<file path="src/rtl/ysyx_25040111_clint_timer.sv">
// AXI4-Lite machine-timer slave: 64-bit mtime/mtimecmp with registered timer_irq.
// Optional CLINT_MTIME_LATCH_EN: a read of mtime lo snapshots mtime hi for a consistent 64-bit read.
module ysyx_25040111_clint_timer #(
  parameter int unsigned DIV  = 1,
  parameter logic [31:0] BASE = 32'h0200_0000
) (
  input  logic        clk,
  input  logic        rst_n,
  input  logic [31:0] araddr,
  input  logic        arvalid,
  output logic        arready,
  output logic [31:0] rdata,
  output logic [1:0]  rresp,
  output logic        rvalid,
  input  logic        rready,
  input  logic [31:0] awaddr,
  input  logic        awvalid,
  output logic        awready,
  input  logic [31:0] wdata,
  input  logic [3:0]  wstrb,
  input  logic        wvalid,
  output logic        wready,
  output logic [1:0]  bresp,
  output logic        bvalid,
  input  logic        bready,
  output logic        timer_irq
);

  typedef enum logic [2:0] {REG_CMP_LO, REG_CMP_HI, REG_MT_LO, REG_MT_HI, REG_NONE} reg_e;
  typedef enum logic {R_IDLE, R_RESP} rstate_e;
  typedef enum logic {W_IDLE, W_RESP} wstate_e;

  localparam logic [31:0] PRESC_MAX = 32'(DIV - 1);

  function automatic reg_e decode(input logic [13:0] off);
    case (off)
      14'h1000: decode = REG_CMP_LO;
      14'h1001: decode = REG_CMP_HI;
      14'h2FFE: decode = REG_MT_LO;
      14'h2FFF: decode = REG_MT_HI;
      default:  decode = REG_NONE;
    endcase
  endfunction

  function automatic logic [31:0] merge(input logic [31:0] old, input logic [31:0] data,
                                        input logic [3:0] strb);
    merge = old;
    for (int unsigned i = 0; i < 4; i++)
      if (strb[i]) merge[8*i +: 8] = data[8*i +: 8];
  endfunction

  logic [63:0] mtime, mtimecmp, mtime_nx, cmp_nx;
  logic [31:0] presc;
  logic        tick;
  rstate_e     rstate;
  wstate_e     wstate;
  logic        aw_got, w_got, aw_fire, w_fire, wr_go;
  logic [13:0] aw_q, wr_off;
  logic [31:0] wd_q, wr_data, rd_val;
  logic [3:0]  ws_q, wr_strb;
  reg_e        wr_sel, rd_sel;
`ifdef CLINT_MTIME_LATCH_EN
  logic [31:0] mtime_shadow;
`endif

  logic unused_bits;
  assign unused_bits = ^{araddr[31:16], araddr[1:0], awaddr[31:16], awaddr[1:0], BASE};

  always_comb begin
    tick    = (presc == PRESC_MAX);
    aw_fire = awvalid & awready;
    w_fire  = wvalid & wready;
    wr_off  = aw_got ? aw_q : awaddr[15:2];
    wr_data = w_got ? wd_q : wdata;
    wr_strb = w_got ? ws_q : wstrb;
    wr_go   = (wstate == W_IDLE) & (aw_got | aw_fire) & (w_got | w_fire);
    wr_sel  = decode(wr_off);
    rd_sel  = decode(araddr[15:2]);
  end

  // A write to either mtime half suppresses that cycle's increment entirely.
  always_comb begin
    mtime_nx = tick ? mtime + 64'd1 : mtime;
    cmp_nx   = mtimecmp;
    if (wr_go) begin
      case (wr_sel)
        REG_CMP_LO: cmp_nx   = {mtimecmp[63:32], merge(mtimecmp[31:0], wr_data, wr_strb)};
        REG_CMP_HI: cmp_nx   = {merge(mtimecmp[63:32], wr_data, wr_strb), mtimecmp[31:0]};
        REG_MT_LO:  mtime_nx = {mtime[63:32], merge(mtime[31:0], wr_data, wr_strb)};
        REG_MT_HI:  mtime_nx = {merge(mtime[63:32], wr_data, wr_strb), mtime[31:0]};
        default: ;
      endcase
    end
  end

  always_comb begin
    case (rd_sel)
      REG_CMP_LO: rd_val = mtimecmp[31:0];
      REG_CMP_HI: rd_val = mtimecmp[63:32];
      REG_MT_LO:  rd_val = mtime[31:0];
`ifdef CLINT_MTIME_LATCH_EN
      REG_MT_HI:  rd_val = mtime_shadow;
`else
      REG_MT_HI:  rd_val = mtime[63:32];
`endif
      default:    rd_val = '0;
    endcase
  end

  always_ff @(posedge clk) begin
    if (!rst_n) begin
      presc     <= '0;
      mtime     <= '0;
      mtimecmp  <= '1;
      timer_irq <= 1'b0;
    end else begin
      presc     <= tick ? '0 : presc + 32'd1;
      mtime     <= mtime_nx;
      mtimecmp  <= cmp_nx;
      timer_irq <= (mtime >= mtimecmp);
    end
  end

  always_ff @(posedge clk) begin
    if (!rst_n) begin
      rstate  <= R_IDLE;
      arready <= 1'b1;
      rvalid  <= 1'b0;
      rdata   <= '0;
      rresp   <= '0;
`ifdef CLINT_MTIME_LATCH_EN
      mtime_shadow <= '0;
`endif
    end else begin
      case (rstate)
        R_IDLE: if (arvalid) begin
          rdata   <= rd_val;
          rresp   <= (rd_sel == REG_NONE) ? 2'b10 : 2'b00;
          rvalid  <= 1'b1;
          arready <= 1'b0;
          rstate  <= R_RESP;
`ifdef CLINT_MTIME_LATCH_EN
          if (rd_sel == REG_MT_LO) mtime_shadow <= mtime[63:32];
`endif
        end
        R_RESP: if (rready) begin
          rvalid  <= 1'b0;
          arready <= 1'b1;
          rstate  <= R_IDLE;
        end
        default: rstate <= R_IDLE;
      endcase
    end
  end

  always_ff @(posedge clk) begin
    if (!rst_n) begin
      wstate  <= W_IDLE;
      awready <= 1'b1;
      wready  <= 1'b1;
      bvalid  <= 1'b0;
      bresp   <= '0;
      aw_got  <= 1'b0;
      w_got   <= 1'b0;
      aw_q    <= '0;
      wd_q    <= '0;
      ws_q    <= '0;
    end else begin
      case (wstate)
        W_IDLE: begin
          if (wr_go) begin
            bvalid  <= 1'b1;
            bresp   <= (wr_sel == REG_NONE) ? 2'b10 : 2'b00;
            awready <= 1'b0;
            wready  <= 1'b0;
            aw_got  <= 1'b0;
            w_got   <= 1'b0;
            wstate  <= W_RESP;
          end else begin
            if (aw_fire) begin
              aw_got  <= 1'b1;
              aw_q    <= awaddr[15:2];
              awready <= 1'b0;
            end
            if (w_fire) begin
              w_got  <= 1'b1;
              wd_q   <= wdata;
              ws_q   <= wstrb;
              wready <= 1'b0;
            end
          end
        end
        W_RESP: if (bready) begin
          bvalid  <= 1'b0;
          awready <= 1'b1;
          wready  <= 1'b1;
          wstate  <= W_IDLE;
        end
        default: wstate <= W_IDLE;
      endcase
    end
  end

endmodule
</file>
<file path="config.mk">
export PLATFORM = sky130hd
export DESIGN_NAME = ysyx_25040111_clint_timer
export DESIGN_NICKNAME = d
export VERILOG_FILES = /design/src/rtl/ysyx_25040111_clint_timer.sv
export SDC_FILE = /design/constraint.sdc
export NUM_CORES = 1
export LEC_CHECK = 0
export CAP_MARGIN = 25
export CORE_ASPECT_RATIO = 1.1
export CORE_MARGIN = 1.5
export CORE_UTILIZATION = 58
export CTS_CLUSTER_DIAMETER = 40
export DETAILED_ROUTE_END_ITERATION = 8
export GPL_TIMING_DRIVEN = 0
export PLACE_DENSITY_LB_ADDON = 0.25
export SLEW_MARGIN = 20
export SYNTH_ARGS = -nofsm -noshare
export SYNTH_HDL_FRONTEND = slang
export SYNTH_SLANG_ARGS = --single-unit
export TNS_END_PERCENT = 10
</file>
<file path="constraint.sdc">
create_clock -name clk -period 2.85 [get_ports clk]
set_input_delay 0.855 -clock clk [delete_from_list [all_inputs] [get_ports clk]]
set_output_delay 0.855 -clock clk [all_outputs]
set_load 0.01 [all_outputs]
</file>
==> summary.txt, run 1 <==
status - complete, but fails checks
failing checks - negative setup slack
Final Hold Viols - 0
Post-Layout Cell Count - 2209
routed wire length - 50.0 mm
H-Tree Depth - 2
CP Capture Type - flop
Metal-1 WL - 18.8 mm
GP Congestion - 1.04
final period utilization - 103%
Yosys reg bits - 254
area taken by multi-input logic gates - 0.00846 mm^2
worst-skew pair later-pin latency - 530 ps
Die ar. - 0.0254 mm^2
overflow left after global routing - 0
number of fill cells - 1908
most common cell after layout, fill and taps aside - dfxtp_1
RSZ-0062 raised after global routing - yes
Core Rows - 59
P_leak - 7.29 nW
placed instance count - 2139
CTS tree - done
global-route wire length before repair - 77.5 mm
Design Area, Final - 0.0172 mm^2
clk slew on worst S/H paths - 50 ps
Initial Util - 59.4%
TNS Setup - -198 ps
most frequent cells in the layout - 254 x dfxtp_1, 235 x nand2_1, 125 x nor2_1
port buffer count - 109
total power per unit cell area - 546 mW/mm^2
Clk Tree Root Cell - clkbuf_16
Synth Flop Type - dfxtp_1
Max transition margin - 32.8%
total power - 9.39 mW
diode count - 0
FFs w/ async S/R, synth - 0%
clock skew - 23.5 ps
CTS Buf Count - 38
worst reg2reg startpoint - w_got
CTS max path bufs - 3
Synth area leaders - dfxtp_1 36%, mux2i_1 7.4%, nand2_1 6.2%, ha_1 5.9%, o211ai_1 4.0%
vias in the first global route - 14400
final worst slack - -76.4 ps
Hold WC Path Type - reg2reg
Die W - 152 um
Post-synth EDFFs - 0
startpoint types - primary input
clk sinks - 254
pin count of the biggest net entering global routing - 17
CP required - 3260 ps
setup violators final - 6
post-synthesis sequential area ratio - 35.9%
final core occ - 72.1%
share of the synthesized area in the top cell type - 35.9%
Setup crit start - arvalid
nets@finish - 2054
Area after DPL - 0.0156 mm^2
top layer in use - met4
post-synth top area cell - dfxtp_1
Die Ht - 167 um
met2 wire length - 22.0 mm
drt wl/cell - 22.6 um
FF+latch area - 0.00508 mm^2
area growth from synthesis to layout - 21.4%
mean post-synth cell area - 8.21 um^2
worst-margin pin slew - 980 ps
Worst VDD drop - 0.464 mV
Cell Area, Synth - 0.0142 mm^2
max-cap violation count - 0
minimum clock period after layout - 2930 ps
CP max FO - 10
post-DP HPWL - 36.1 mm
post-synthesis instance total - 1724
WL met3 - 5.42 mm
core area - 0.0238 mm^2
Yosys Warn Count - 0
Setup Crit Path Kind - in2reg
Via density - 6.77
hold_sp - wd_q[3]
first drt pass iteration count - 7
Final Max Slew Viols - 0
I/O Pins - 149
DR iter-0 viols - 1970
Overall Global Routing Usage - 38.3%
Vias - 15000
drc violations - 0
FMAX - 342 MHz
DRT antenna net count - 0
count of different cell masters after synthesis - 80
Worst EP arrival - 3330 ps
layout cell share with drive strength beyond 1 - 8.88%
antenna violations before repair - 0
==> cells by family (layout without fill, tap and decap cells) <==
logic type / Yosys count / after routing / share of synthesized area, %
buf+inv: 196 / 375 / 5.52
xor+xnor: 30 / 30 / 1.86
compound gates: 413 / 413 / 20.1
fa+ha+maj: 67 / 67 / 5.92
other cells: 1 / 2 / 0.0265
simple gates: 652 / 652 / 22.8
mux: 111 / 111 / 7.91
flops: 254 / 254 / 35.9
==> through the flow <==
stage	hold WS (ps)	setup slack (ps)
after floorplan	433	245
after global placement	438	-1140
after CTS	454	-54.5
final	453	-76.4
after detailed placement	446	-1180
after global routing	471	-88.5
==> worst paths after layout <==
kind,to,slack [ps],cells after the start
worst min register to register,wd_q[3],450,2
worst min-delay path,wd_q[3],450,2
worst max register to register,mtime[17],-60,6
worst max-delay path,rdata[28],-80,7
==> sequential cells by signal, indices dropped and copies added, names as in the netlist, 4 cells and up <==
name      count
aw_q         14
presc        32
rdata        32
mtime        64
mtimecmp     64
ws_q          4
wd_q         32
==> synthesized netlist by cell type, types with 7 or more instances <==
cell type and count:
ha_1 67, and3_1 17, xnor2_1 15, o211ai_1 75
nand4_1 41, nor4_1 31, nand3_1 83, inv_1 92
a211oi_1 16, nor3_1 37, buf_1 9, a21oi_1 103
dfxtp_1 254, xor2_1 15, o221ai_1 33, nand2_1 235
and4_1 15, o32a_1 8, o31ai_1 7, a21o_1 10
buf_2 13, o21ai_0 67, clkbuf_1 76, a31oi_1 9
mux2_2 7, nor2_1 130, o31a_1 14, mux2i_1 104
or3_1 12
==> metal layers <==
metal / track usage, % / up-vias
met5: 0 / -
met4: 25.3 / 0
met3: 7.99 / 300
met2: 61.0 / 1015
met1: 46.7 / 6953
li1: - / 6684
==> power breakdown <==
part | switching [mW] | internal (mW)
Clock | 1.75 | 2.93
Combinational | 0.625 | 0.363
Sequential | 0.0686 | 3.66
Total | 2.44 | 6.95
==> worst max-delay path: stages <==
cell and delay, ps:
clkdlybuf4s50_1 510, nor2b_1 560, buf_1 510, clkbuf_2 440
o221ai_1 230, o21ai_0 160, nor2_1 60
==> cell type report <==
| type | instances | area share [%] |
|---|---|---|
| Buffer | 100 | 2.77 |
| Tap cell | 305 | 2.22 |
| Multi-Input combinational cell | 1275 | 49.2 |
| Inverter | 92 | 2.01 |
| Sequential cell | 254 | 29.6 |
| Timing Repair Buffer | 119 | 6.86 |
| Clock buffer | 48 | 6.22 |
| Clock inverter | 16 | 1.14 |
==> timing repair <==
item | in CTS | in global routing
gates resized for setup | 28 | 51
endpoints found under the setup margin | 177 | 160
gates cloned | 0 | 0
hold endpoints to repair | 0 | 0
hold buffers | 0 | 0
pin swaps | 0 | 8
buffers inserted | 1 | 9
No activity file was read; power rests on OpenSTA's default activity.
==> run 2: changes to the inputs <==
- clock period: 2.85 -> 3.2 ns (I/O delays scaled with it)
==> summary.txt, run 2 (synthesized netlist as in run 1, its figures left out) <==
worst-margin pin slew - 981 ps (+0.216 ps)
TNS Setup - -51.1 ps (+147 ps)
port buffer count - 109 (unchanged)
Comb pwr share - 10.4% (about the same)
Post-CTS Hold Buffers - 0 (unchanged)
most common cell after layout, fill and taps aside - dfxtp_1
CTS Buf Count - 38 (unchanged)
antenna violations before repair - 0 (unchanged)
status - complete, but fails checks
CP max FO - 10 (unchanged)
GP Congestion - 1.04 (unchanged)
switching part of the total power - 25.9% (-0.12 points)
pin count of the biggest net entering global routing - 12 (-5)
nets@finish - 2050 (-0.19%)
Post-Layout Cell Count - 2205 (-0.18%)
Slowest-stage cell, CP - nand3_1
Die ar. - 0.0254 mm^2 (unchanged)
post-DP HPWL - 36.1 mm (unchanged)
Via density - 6.78 (+0.15%)
Worst EP arrival - 3600 ps (+270 ps)
Core Rows - 59 (unchanged)
Max transition margin - 34.6% (+1.9 points)
RSZ-0062 raised after global routing - yes
Die W - 152 um (unchanged)
biggest regs - mtime: 64 flops, mtimecmp: 64 flops
CTS tree - done
global-route wire length before repair - 77.6 mm (+0.21%)
setup violators final - 3 (-3)
clk slew on worst S/H paths - 50 ps (about the same)
DRT antenna net count - 0 (unchanged)
max-cap violation count - 0 (unchanged)
failing checks - negative setup slack
Final Max Slew Viols - 0 (unchanged)
Overall Global Routing Usage - 38.4% (+0.11 points)
DR iter-0 viols - 2015 (+2.3%)
area growth from synthesis to layout - 20.0%
Psw - 2.16 mW (-12%)
clock skew - 22.8 ps (-0.765 ps)
clk sinks - 254 (unchanged)
vias in the first global route - 14400 (+0.014%)
CP Capture Type - flop
drc violations - 0 (unchanged)
Hold WC Path Type - reg2reg
most frequent cells in the layout - 254 x dfxtp_1, 235 x nand2_1, 130 x nor2_1
Pint - 6.18 mW (-11%)
Clk pwr share - 49.9% (about the same)
Flop pwr share - 39.7% (about the same)
largest stage delay on the critical path - 570 ps (about the same)
Die Ht - 167 um (unchanged)
minimum clock period after layout - 3230 ps
diode count - 0 (unchanged)
layout cell share with drive strength beyond 1 - 7.05% (-1.8 points)
Initial Util - 59.4% (unchanged)
H-Tree Depth - 2 (unchanged)
drt wl/cell - 22.5 um (-0.46%)
total power per unit cell area - 491 mW/mm^2 (-10%)
final worst slack - -29.6 ps (+46.8 ps)
CP required - 3570 ps (+310 ps)
P_leak - 7.18 nW (-1.4%)
placed instance count - 2139 (unchanged)
overflow left after global routing - 0 (unchanged)
Clk Tree Root Cell - clkbuf_16
I/O Pins - 149 (unchanged)
total power - 8.35 mW (-11%)
crit path cell chain - clkdlybuf4s50_1, mux2_2, clkbuf_1, nand3_1, clkbuf_2, nand2_1, o211ai_1
final period utilization - 101%
Setup Crit Path Kind - in2reg
CTS max path bufs - 3 (unchanged)
worst-skew pair later-pin latency - 530 ps (about the same)
core area - 0.0238 mm^2 (unchanged)
routed wire length - 49.6 mm (-0.64%)
Final Hold Viols - 0 (unchanged)
Vias - 14900 (-0.027%)
startpoint types - primary input
FMAX - 310 MHz
Worst VDD drop - 0.412 mV (-11%)
first drt pass iteration count - 7 (unchanged)
-- run 2: stage by stage --
stage / worst slack [ps] / hold WS (ps) / util (%) / area (um^2)
detailed placement: -939 / 446 / 65.6 / 15600
global placement: -896 / 438 / 65.6 / 15600
CTS: 19.9 / 454 / 71.2 / 17000
global route: -98.5 / 471 / 71.3 / 17000
finish: -29.6 / 453 / 71.3 / 17000
floorplan: 490 / 433 / - / 14200
-- run 2: cell type report --
class	count	area [um^2]
Clock buffer	48	1070
Tap cell	305	382
Fill cell	1939	6850
Inverter	92	345
Multi-Input combinational cell	1275	8350
Clock inverter	16	196
Sequential cell	254	5080
Buffer	104	452
Timing Repair Buffer	111	1120
-- run 2: power groups by stage --
stage          logic, mW  registers (mW)  clock network (mW)
2_1_floorplan      0.423            3.38                   0
3_3_place_gp       0.808            3.37                   0
3_5_place_dp       0.819            3.38                   0
4_1_cts            0.830            3.31                4.15
5_1_grt            0.919            3.32                4.30
6_report           0.866            3.32                4.16
-- run 2: metal layers --
layer / routed length, um / track usage (%)
met5: 0 / 0
met4: 4010 / 25.7
met3: 5430 / 7.88
met2: 21700 / 61.1
met1: 18500 / 46.9
-- run 2: path summary, 6_finish.rpt --
kind	start	to	slack, ps	cells past startpoint
min	wd_q[3]	wd_q[3]	450	2
max reg2reg	presc[0]	mtime[48]	240	8
max	awaddr[2]	mtimecmp[46]	-30	7
min reg2reg	wd_q[3]	wd_q[3]	450	2
-- run 2: timing repair --
| item | CTS | global route |
|---|---|---|
| buffers inserted | 2 | 0 |
| endpoints found under the setup margin | 91 | 97 |
| gates resized for setup | 7 | 21 |
-- run 2: critical path: cells and delay by family --
family,cells,cell delay [ps]
buf+inv,3,1480
simple gates,2,680
compound gates,1,90
mux,1,380
